### config.mk
export PLATFORM = sky130hd
export DESIGN_NAME = song_select_ctrl
export DESIGN_NICKNAME = d
export VERILOG_FILES = /design/src/rtl/song_sel_pkg.sv /design/src/rtl/btn_debounce.sv /design/src/rtl/song_select_ctrl.sv
export SDC_FILE = /design/constraint.sdc
export NUM_CORES = 1
export LEC_CHECK = 0
export CAP_MARGIN = 20
export CORE_AREA = 2 2 79 81
export DETAILED_ROUTE_END_ITERATION = 6
export DIE_AREA = 0 0 81 83
export GPL_TIMING_DRIVEN = 1
export PLACE_DENSITY_LB_ADDON = 0.12
export SETUP_SLACK_MARGIN = 0.15
export SYNTH_ARGS = -nofsm -noshare
export SYNTH_HDL_FRONTEND = slang
export SYNTH_HIERARCHICAL = 1
export SYNTH_SLANG_ARGS = --single-unit
### constraint.sdc
create_clock -name clk -period 2 [get_ports clk]
set_clock_uncertainty 0.05 [all_clocks]
set_input_delay 0.4 -clock clk [delete_from_list [all_inputs] [get_ports clk]]
set_output_delay 0.4 -clock clk [all_outputs]
set_load 0.02 [all_outputs]
### src/rtl/song_sel_pkg.sv
// Shared definitions for the song-select front end and the learning-mode player.
package song_sel_pkg;

  localparam int unsigned NUM_SONGS_DEF = 4;
  localparam int unsigned ID_W_DEF      = 5;
  localparam int unsigned PAGE_W        = 2;

  // Page encoding shared with the player's page decode; 2'b11 is never produced.
  typedef enum logic [PAGE_W-1:0] {
    PAGE_IDLE = 2'b00,
    PAGE_NEXT = 2'b01,
    PAGE_PREV = 2'b10
  } page_e;

  typedef enum logic {
    BTN_IDLE    = 1'b0,
    BTN_PRESSED = 1'b1
  } btn_state_e;

endpackage

### src/rtl/btn_debounce.sv
// One button: 2-flop synchroniser, counter-qualified IDLE/PRESSED state and
// a single-cycle rising-edge output.
module btn_debounce
  import song_sel_pkg::*;
#(
  parameter int unsigned DEBOUNCE_CYCLES = 2000000,
  parameter int unsigned CNT_W           = 21
) (
  input  logic clk,
  input  logic rst_n,
  input  logic i_btn,
  output logic o_rise_c
);

  localparam logic [CNT_W-1:0] CNT_LAST = CNT_W'(DEBOUNCE_CYCLES - 1);

  logic             r_s1;
  logic             r_s2;
  btn_state_e       r_state;
  btn_state_e       w_state_nxt;
  logic [CNT_W-1:0] r_cnt;
  logic [CNT_W-1:0] w_cnt_nxt;
  logic             r_stable_d;
  logic             w_stable;
  logic             w_diff;

  assign w_stable = (r_state == BTN_PRESSED);
  assign w_diff   = (r_s2 != w_stable);

  always_ff @(posedge clk or negedge rst_n) begin
    if (!rst_n) begin
      r_s1       <= 1'b0;
      r_s2       <= 1'b0;
      r_state    <= BTN_IDLE;
      r_cnt      <= '0;
      r_stable_d <= 1'b0;
    end else begin
      r_s1       <= i_btn;
      r_s2       <= r_s1;
      r_state    <= w_state_nxt;
      r_cnt      <= w_cnt_nxt;
      r_stable_d <= w_stable;
    end
  end

  // A change is accepted only after DEBOUNCE_CYCLES consecutive differing samples;
  // any return to the stable level clears the count.
  always_comb begin
    w_state_nxt = r_state;
    w_cnt_nxt   = '0;
    if (w_diff) begin
      if (r_cnt == CNT_LAST) begin
        w_state_nxt = (r_state == BTN_PRESSED) ? BTN_IDLE : BTN_PRESSED;
        w_cnt_nxt   = '0;
      end else begin
        w_cnt_nxt = r_cnt + CNT_W'(1);
      end
    end
  end

  assign o_rise_c = w_stable & ~r_stable_d;

endmodule

### src/rtl/song_select_ctrl.sv
// Song-select front end: debounced prev/next buttons drive a wrapping song index
// and one-cycle page / update strobes for the player.
module song_select_ctrl
  import song_sel_pkg::*;
#(
  parameter int unsigned NUM_SONGS       = NUM_SONGS_DEF,
  parameter int unsigned ID_W            = ID_W_DEF,
  parameter int unsigned DEBOUNCE_CYCLES = 2000000,
  parameter int unsigned CNT_W           = 21
) (
  input  logic              clk,
  input  logic              rst_n,
  input  logic              btn_prev,
  input  logic              btn_next,
  output logic [PAGE_W-1:0] page_pulse,
  output logic [ID_W-1:0]   song_id,
  output logic              sel_update
);

  localparam logic [ID_W-1:0] LAST_ID = ID_W'(NUM_SONGS - 1);

  logic              w_rise_prev;
  logic              w_rise_next;
  page_e             w_page_nxt;
  logic [ID_W-1:0]   w_id_nxt;
  logic [PAGE_W-1:0] r_page_pulse;
  logic [ID_W-1:0]   r_song_id;
  logic              r_sel_update;

  btn_debounce #(
    .DEBOUNCE_CYCLES(DEBOUNCE_CYCLES),
    .CNT_W          (CNT_W)
  ) u_db_prev (
    .clk     (clk),
    .rst_n   (rst_n),
    .i_btn   (btn_prev),
    .o_rise_c(w_rise_prev)
  );

  btn_debounce #(
    .DEBOUNCE_CYCLES(DEBOUNCE_CYCLES),
    .CNT_W          (CNT_W)
  ) u_db_next (
    .clk     (clk),
    .rst_n   (rst_n),
    .i_btn   (btn_next),
    .o_rise_c(w_rise_next)
  );

  // Simultaneous rises are ambiguous and dropped; the index wraps at both ends.
  always_comb begin
    w_page_nxt = PAGE_IDLE;
    w_id_nxt   = r_song_id;
    unique case ({w_rise_prev, w_rise_next})
      2'b01: begin
        w_page_nxt = PAGE_NEXT;
        w_id_nxt   = (r_song_id == LAST_ID) ? '0 : r_song_id + ID_W'(1);
      end
      2'b10: begin
        w_page_nxt = PAGE_PREV;
        w_id_nxt   = (r_song_id == '0) ? LAST_ID : r_song_id - ID_W'(1);
      end
      default: ;
    endcase
  end

  always_ff @(posedge clk or negedge rst_n) begin
    if (!rst_n) begin
      r_page_pulse <= PAGE_IDLE;
      r_song_id    <= '0;
      r_sel_update <= 1'b0;
    end else begin
      r_page_pulse <= w_page_nxt;
      r_song_id    <= w_id_nxt;
      r_sel_update <= (w_page_nxt != PAGE_IDLE);
    end
  end

  assign page_pulse = r_page_pulse;
  assign song_id    = r_song_id;
  assign sel_update = r_sel_update;

endmodule
After elaboration in Yosys (flattened, before gate mapping)
Cells that the tools add are included.

Order comparisons: 0. Equal/unequal tests: 7. Shift-type cells: 0. Divide/modulo/power cells: 0. Multipliers: 0. Bitwise gates (word level): 4. $add $sub $neg: 4. Multiplexer cells: 10. Reductions and logical operators: 5.

Operators by type and width (count): 2-to-1 mux 21 bit (4); adder 21 x 1 -> 21 bit (second input constant) (2); == test 21 bit (second input constant) (2); 2-to-1 mux 5 bit (2); one-hot mux 5 bit (2 select lines) (1); adder 5 x 1 -> 5 bit (second input constant) (1); == test 5 x 2 -> 1 bit (second input constant) (1); zero test 5 bit (1); subtractor 5 x 1 -> 5 bit (second input constant) (1); one-hot mux 2 bit (2 select lines) (1); AND reduction 2 bit (2); nonzero test 2 bit (2); bitwise AND 1 bit (2); == test 2 x 1 -> 1 bit (second input constant) (1); == test 2 bit (second input constant) (1); 2-to-1 mux 1 bit (2); inequality test 1 bit (2); NOT 1 bit (2).

Latch bits: 0. Register bits: 58. Output and inout port bits: 8. RAM bits: 0. Memories kept: 0. Word-level logic and storage cells: 43. Bits of input ports: 4. Memory bits (read-only): 0.

Depth between registers and ports, before layout
Word-level depth: 5. Mapped depth: 7. Mapped depth without buffers: 6.

Cells and area by module
Netlist, hierarchy kept.

Modules (own cells, without submodules): btn_debounce (times used 2, area each 1228.7 um^2, cells each 121, seq. area each 625.6 um^2); song_select_ctrl (times used 1, area each 473.0 um^2, cells each 46, seq. area each 200.2 um^2).

Worst setup path before layout
Ideal clock, no wire load.

Kind: register to register. From: reg u_db_prev.r_state. To: reg r_song_id[2], in the netlist song_id[2]. Data required time: 1884 ps. Arrival: 1742 ps. Setup slack: 142 ps. Path buffers: 1. Stages on the path, launching flop included: 7. Library setup time: 66 ps. Period minus slack after synthesis: 1858 ps. Path through: dfrtp_1 -> nor2b_1 -> inv_1 -> ha_1 -> buf_4 -> or4_2 -> nand2_1.

Longest elaborated chain between the ends: 3. Elaborated cells between the ends (all ways): 5. Classes of those cells: 2 x eq/ne; 1 x mux; 1 x bitwise; 1 x reduce/logical.

RTL lines: from (decl) (line btn_debounce.sv:19) `btn_state_e r_state;`; from (signal assigned) (line btn_debounce.sv:40) `r_state <= w_state_nxt;`; bitwise AND 1 bit * (line btn_debounce.sv:61) `assign o_rise_c = w_stable & ~r_stable_d;`; named net w_rise_prev (line song_select_ctrl.sv:22) `logic w_rise_prev;`; == test 2 bit or == test 2 x 1 -> 1 bit (tied branches) (line song_select_ctrl.sv:54) `unique case ({w_rise_prev, w_rise_next})`; one-hot mux 5 bit (2 select lines) or nonzero test 2 bit (tied branches); to (signal assigned) (line song_select_ctrl.sv:74) `r_song_id <= w_id_nxt;`; to (decl) (line song_select_ctrl.sv:27) `logic [ID_W-1:0] r_song_id;`.

Mark *: on every way through the listed nets, which the timed path passes. The rest lies on a longest branch. A chain may end at the register's enable or synchronous reset.

Worst setup path after layout
From: reg u_db_next.r_cnt[1]. To: reg u_db_next.r_cnt[9].

Longest elaborated chain between the ends: 3. Elaborated cells between the ends (all ways): 4. Classes of those cells: 1 x add/sub; 1 x eq/ne; 2 x mux.

RTL lines: from (decl) (line btn_debounce.sv:21) `logic [CNT_W-1:0] r_cnt;`; from (signal assigned) (line btn_debounce.sv:41) `r_cnt <= w_cnt_nxt;`; adder 21 x 1 -> 21 bit or == test 21 bit (tied branches) (line btn_debounce.sv:56, btn_debounce.sv:52); 2-to-1 mux 21 bit * (line btn_debounce.sv:52) `if (r_cnt == CNT_LAST) begin`; 2-to-1 mux 21 bit * (line btn_debounce.sv:51) `if (w_diff) begin`; named net u_db_next.w_cnt_nxt[9] (line btn_debounce.sv:22) `logic [CNT_W-1:0] w_cnt_nxt;`.

Marks and branches as above.

==> reports/results.ini <==
[run_status]
status = finished, final reports clean

[finish]
num-fill-cells = 495
finalInstanceArea_mm2 = 0.00354
antenna_cells = 0
multiInputGateArea_mm2 = 0.00148
final_common_cell = dfrtp_1
seq_area_mm2 = 0.00145
drive_gt1_share_pct = 19.2
fin_nets = 333
final_cell_mix = 58 x dfrtp_1, 30 x nor2_1, 19 x nand2_1
area_growth_pct = 21.0

[placement]
place_area_mm2 = 0.00318
place_congestion = 0.762
portBuffers = 11
dpl.hpwl_um = 3940

[clock_network]
clkLatencyLatePin_ns = 0.34
htreeDepth = 3
tritoncts = built
clock-sinks = 58
cts_buffers = 9
clk_pin_slew_ns = 0.07
cts-root-buf = clkbuf_8
cts_max_path_buffers = 2

[global_route]
grt_max_degree = 30
grt_pass1_wl_um = 9660
first_global_vias = 2111
grt_overflow = 0
antenna_found_initial = 0
track_usage_pct = 18.6

[yosys]
avgSynthCellArea_um2 = 10.2
yosysTopAreaCell = dfrtp_1
synthMuxAreaShare_pct = 1.11
ys_dominant_reg_cell = dfrtp_1
synth_xor_area_share_pct = 7.47
synthArstFlopShare_pct = 100
ys_ff_latch = 58
yosysUniqueCellTypes = 43
synth_edf_count = 0
yosys_warnings = 6
synth_compound_area_share_pct = 9.74
syn_area_mm2 = 0.00293
netlist_instances = 288
seq_area_frac_synth_pct = 49.5
yosysTopAreaCellShare_pct = 49.5
synthAdderAreaFrac_pct = 2.56
synthTopCellsByArea = dfrtp_1 50%, xnor2_1 3.9%, nor2_1 3.8%
syn-num-nets = 298
synth_simple_gate_area_share_pct = 26.5
synth_top_family_by_area = simple AND/OR/NAND/NOR gates

[routing]
post-route-drc-count = 0
num_vias = 2223
post_drt_wl_per_cell_um = 14.5
antenna_left = 0
first_pass_iters = 4
vias_per_cell = 5.52
finalWirelength_um = 5830
drt_iter0_drc = 101

[timing]
setup_viol = 0
holdWs_ns = 0.307
rsz0062_at_grt = true
fmax_ghz = 0.564
period_needed_ns = 1.77
slew_viol_final = 0
fin_tns_setup_ns = 0
slew_headroom_pct = 65.9
worst_pin_slew_ns = 0.508
hold_viol = 0
finalCritPeriodShare_pct = 88.6

[floorplan]
start_util_pct = 50.4
num_rows = 28
die_w_um = 81
core-area_mm2 = 0.00582
die_y_um = 83
io_pins = 12
dieArea_mm2 = 0.00672

[setup_path]
cp-endpoint = u_db_next/r_cnt[9]$_DFF_PN0_
startpoint = u_db_next/r_cnt[1]$_DFF_PN0_
crit_path_end_kind = register
crit_path_start_kind = register
reg2reg_slack_ns = 0.23
reg2reg_depth = 6
rr_endpoint = u_db_next/r_cnt[9]$_DFF_PN0_
arrival_ns = 1.94
crit_type = reg -> reg
timing.critical_path.fanout_max = 14
reg2reg_from = u_db_next/r_cnt[1]$_DFF_PN0_
worstPathRequired_ns = 2.17

[hold_path]
hold_class = reg -> reg
hold_path_depth = 0

[power]
peakVddDrop_mv = 0.454
p_int_mw = 1.96
sw_frac_of_total_pct = 22.6
power_frac_comb_pct = 3.6
seq_power_share_pct = 47.4
p_switching_mw = 0.573
power.density_mw_per_mm2 = 715
cellLeakagePower_nw = 1.48
p_clk_share_pct = 49.0

[flow_run]
maxCapViolations = 0

worst max-delay path, cell delays in order, from the launching register on:
cell     delay (ns)
dfrtp_1        0.39
ha_2           0.23
and4_4         0.28
nand2_1        0.12
o31ai_4        0.28
buf_4          0.24
nor2_1         0.07
cell usage after synthesis, types with 6 or more instances:
cell and n:
nor3_1 6, nand4_1 11, xor2_1 12, inv_1 12
o21ai_0 17, nand3_1 17, and2_1 6, nor2_1 30
xnor2_1 13, nand2_1 19, or3_1 8, and4_1 8
a21oi_1 17, ha_1 6, dfrtp_1 58
sequential cells by signal (all words and copies together) (netlist names):
name,flops
u_db_prev/r_s2,1
u_db_next/r_s2,1
page_pulse,2
u_db_next/r_state,1
u_db_prev/r_stable_d,1
u_db_prev/r_cnt,21
sel_update,1
u_db_next/r_stable_d,1
song_id,5
u_db_next/r_s1,1
u_db_next/r_cnt,21
u_db_prev/r_state,1
u_db_prev/r_s1,1
kinds of logic (layout without fill, tap and decap cells):
logic type                 count (synthesis)  count (layout)
AOI/OAI and AO/OA                         45              45
xor gates and xnor gates                  25              25
adders and majority gates                  6               6
buffers and inverters                     17              57
DFF                                       58              58
muxes                                      3               3
and+or+nand+nor                          134             134
worst min-delay path by stage:
stage                                         from                             to
after floorplan                              rst_n        page_pulse[0]$_DFF_PN0_
after global placement    u_db_prev/r_s1$_DFF_PN0_       u_db_prev/r_s2$_DFF_PN0_
after detailed placement                     rst_n  u_db_prev/r_cnt[18]$_DFF_PN0_
after CTS                 u_db_next/r_s1$_DFF_PN0_       u_db_next/r_s2$_DFF_PN0_
after global routing      u_db_next/r_s1$_DFF_PN0_       u_db_next/r_s2$_DFF_PN0_
final                     u_db_next/r_s1$_DFF_PN0_       u_db_next/r_s2$_DFF_PN0_
layout make-up:
type                            count  area share, %
Clock buffer                       10           3.88
Clock inverter                      6           2.54
Inverter                           12           1.27
Multi-Input combinational cell    213           41.7
Sequential cell                    58           40.9
Tap cell                           75           2.65
Timing Repair Buffer               29           7.06
routing by layer:
metal	up-vias	share of wire, %	track usage, %
met5	-	0	0
met4	0	1.3	8.78
met3	6	2.5	4.24
met2	30	49	28.7
met1	1070	47	24.4
li1	1117	-	-
metrics by stage:
stage | power (mW) | util [%] | setup WS [ns] | instances
floorplan | 1.26 | - | 0.167 | 288
global placement | 1.30 | 54.7 | 0.126 | 380
detailed placement | 1.30 | 54.7 | 0.0823 | 380
CTS | 2.56 | 59.1 | 0.157 | 397
global route | 2.64 | 61.0 | 0.0975 | 403
finish | 2.53 | 61.0 | 0.228 | 403
power by group through the flow:
stage | Sequential, mW | Clock, mW | Combinational (mW)
finish | 1.20 | 1.24 | 0.0906
global route | 1.20 | 1.34 | 0.104
CTS | 1.20 | 1.27 | 0.0848
detailed placement | 1.22 | 0 | 0.0826
global placement | 1.22 | 0 | 0.0823
floorplan | 1.22 | 0 | 0.0378
repair_timing:
| action | CTS | global route |
|---|---|---|
| pin swaps | 0 | 3 |
| cloned | 0 | 0 |
| endpoints found under the hold margin | 13 | 0 |
| setup buffers | 0 | 6 |
| setup endpoints to repair | 8 | 22 |
| gates resized for setup | 10 | 12 |
| hold buffers | 1 | 0 |
Power figures use the tool's default switching activity.
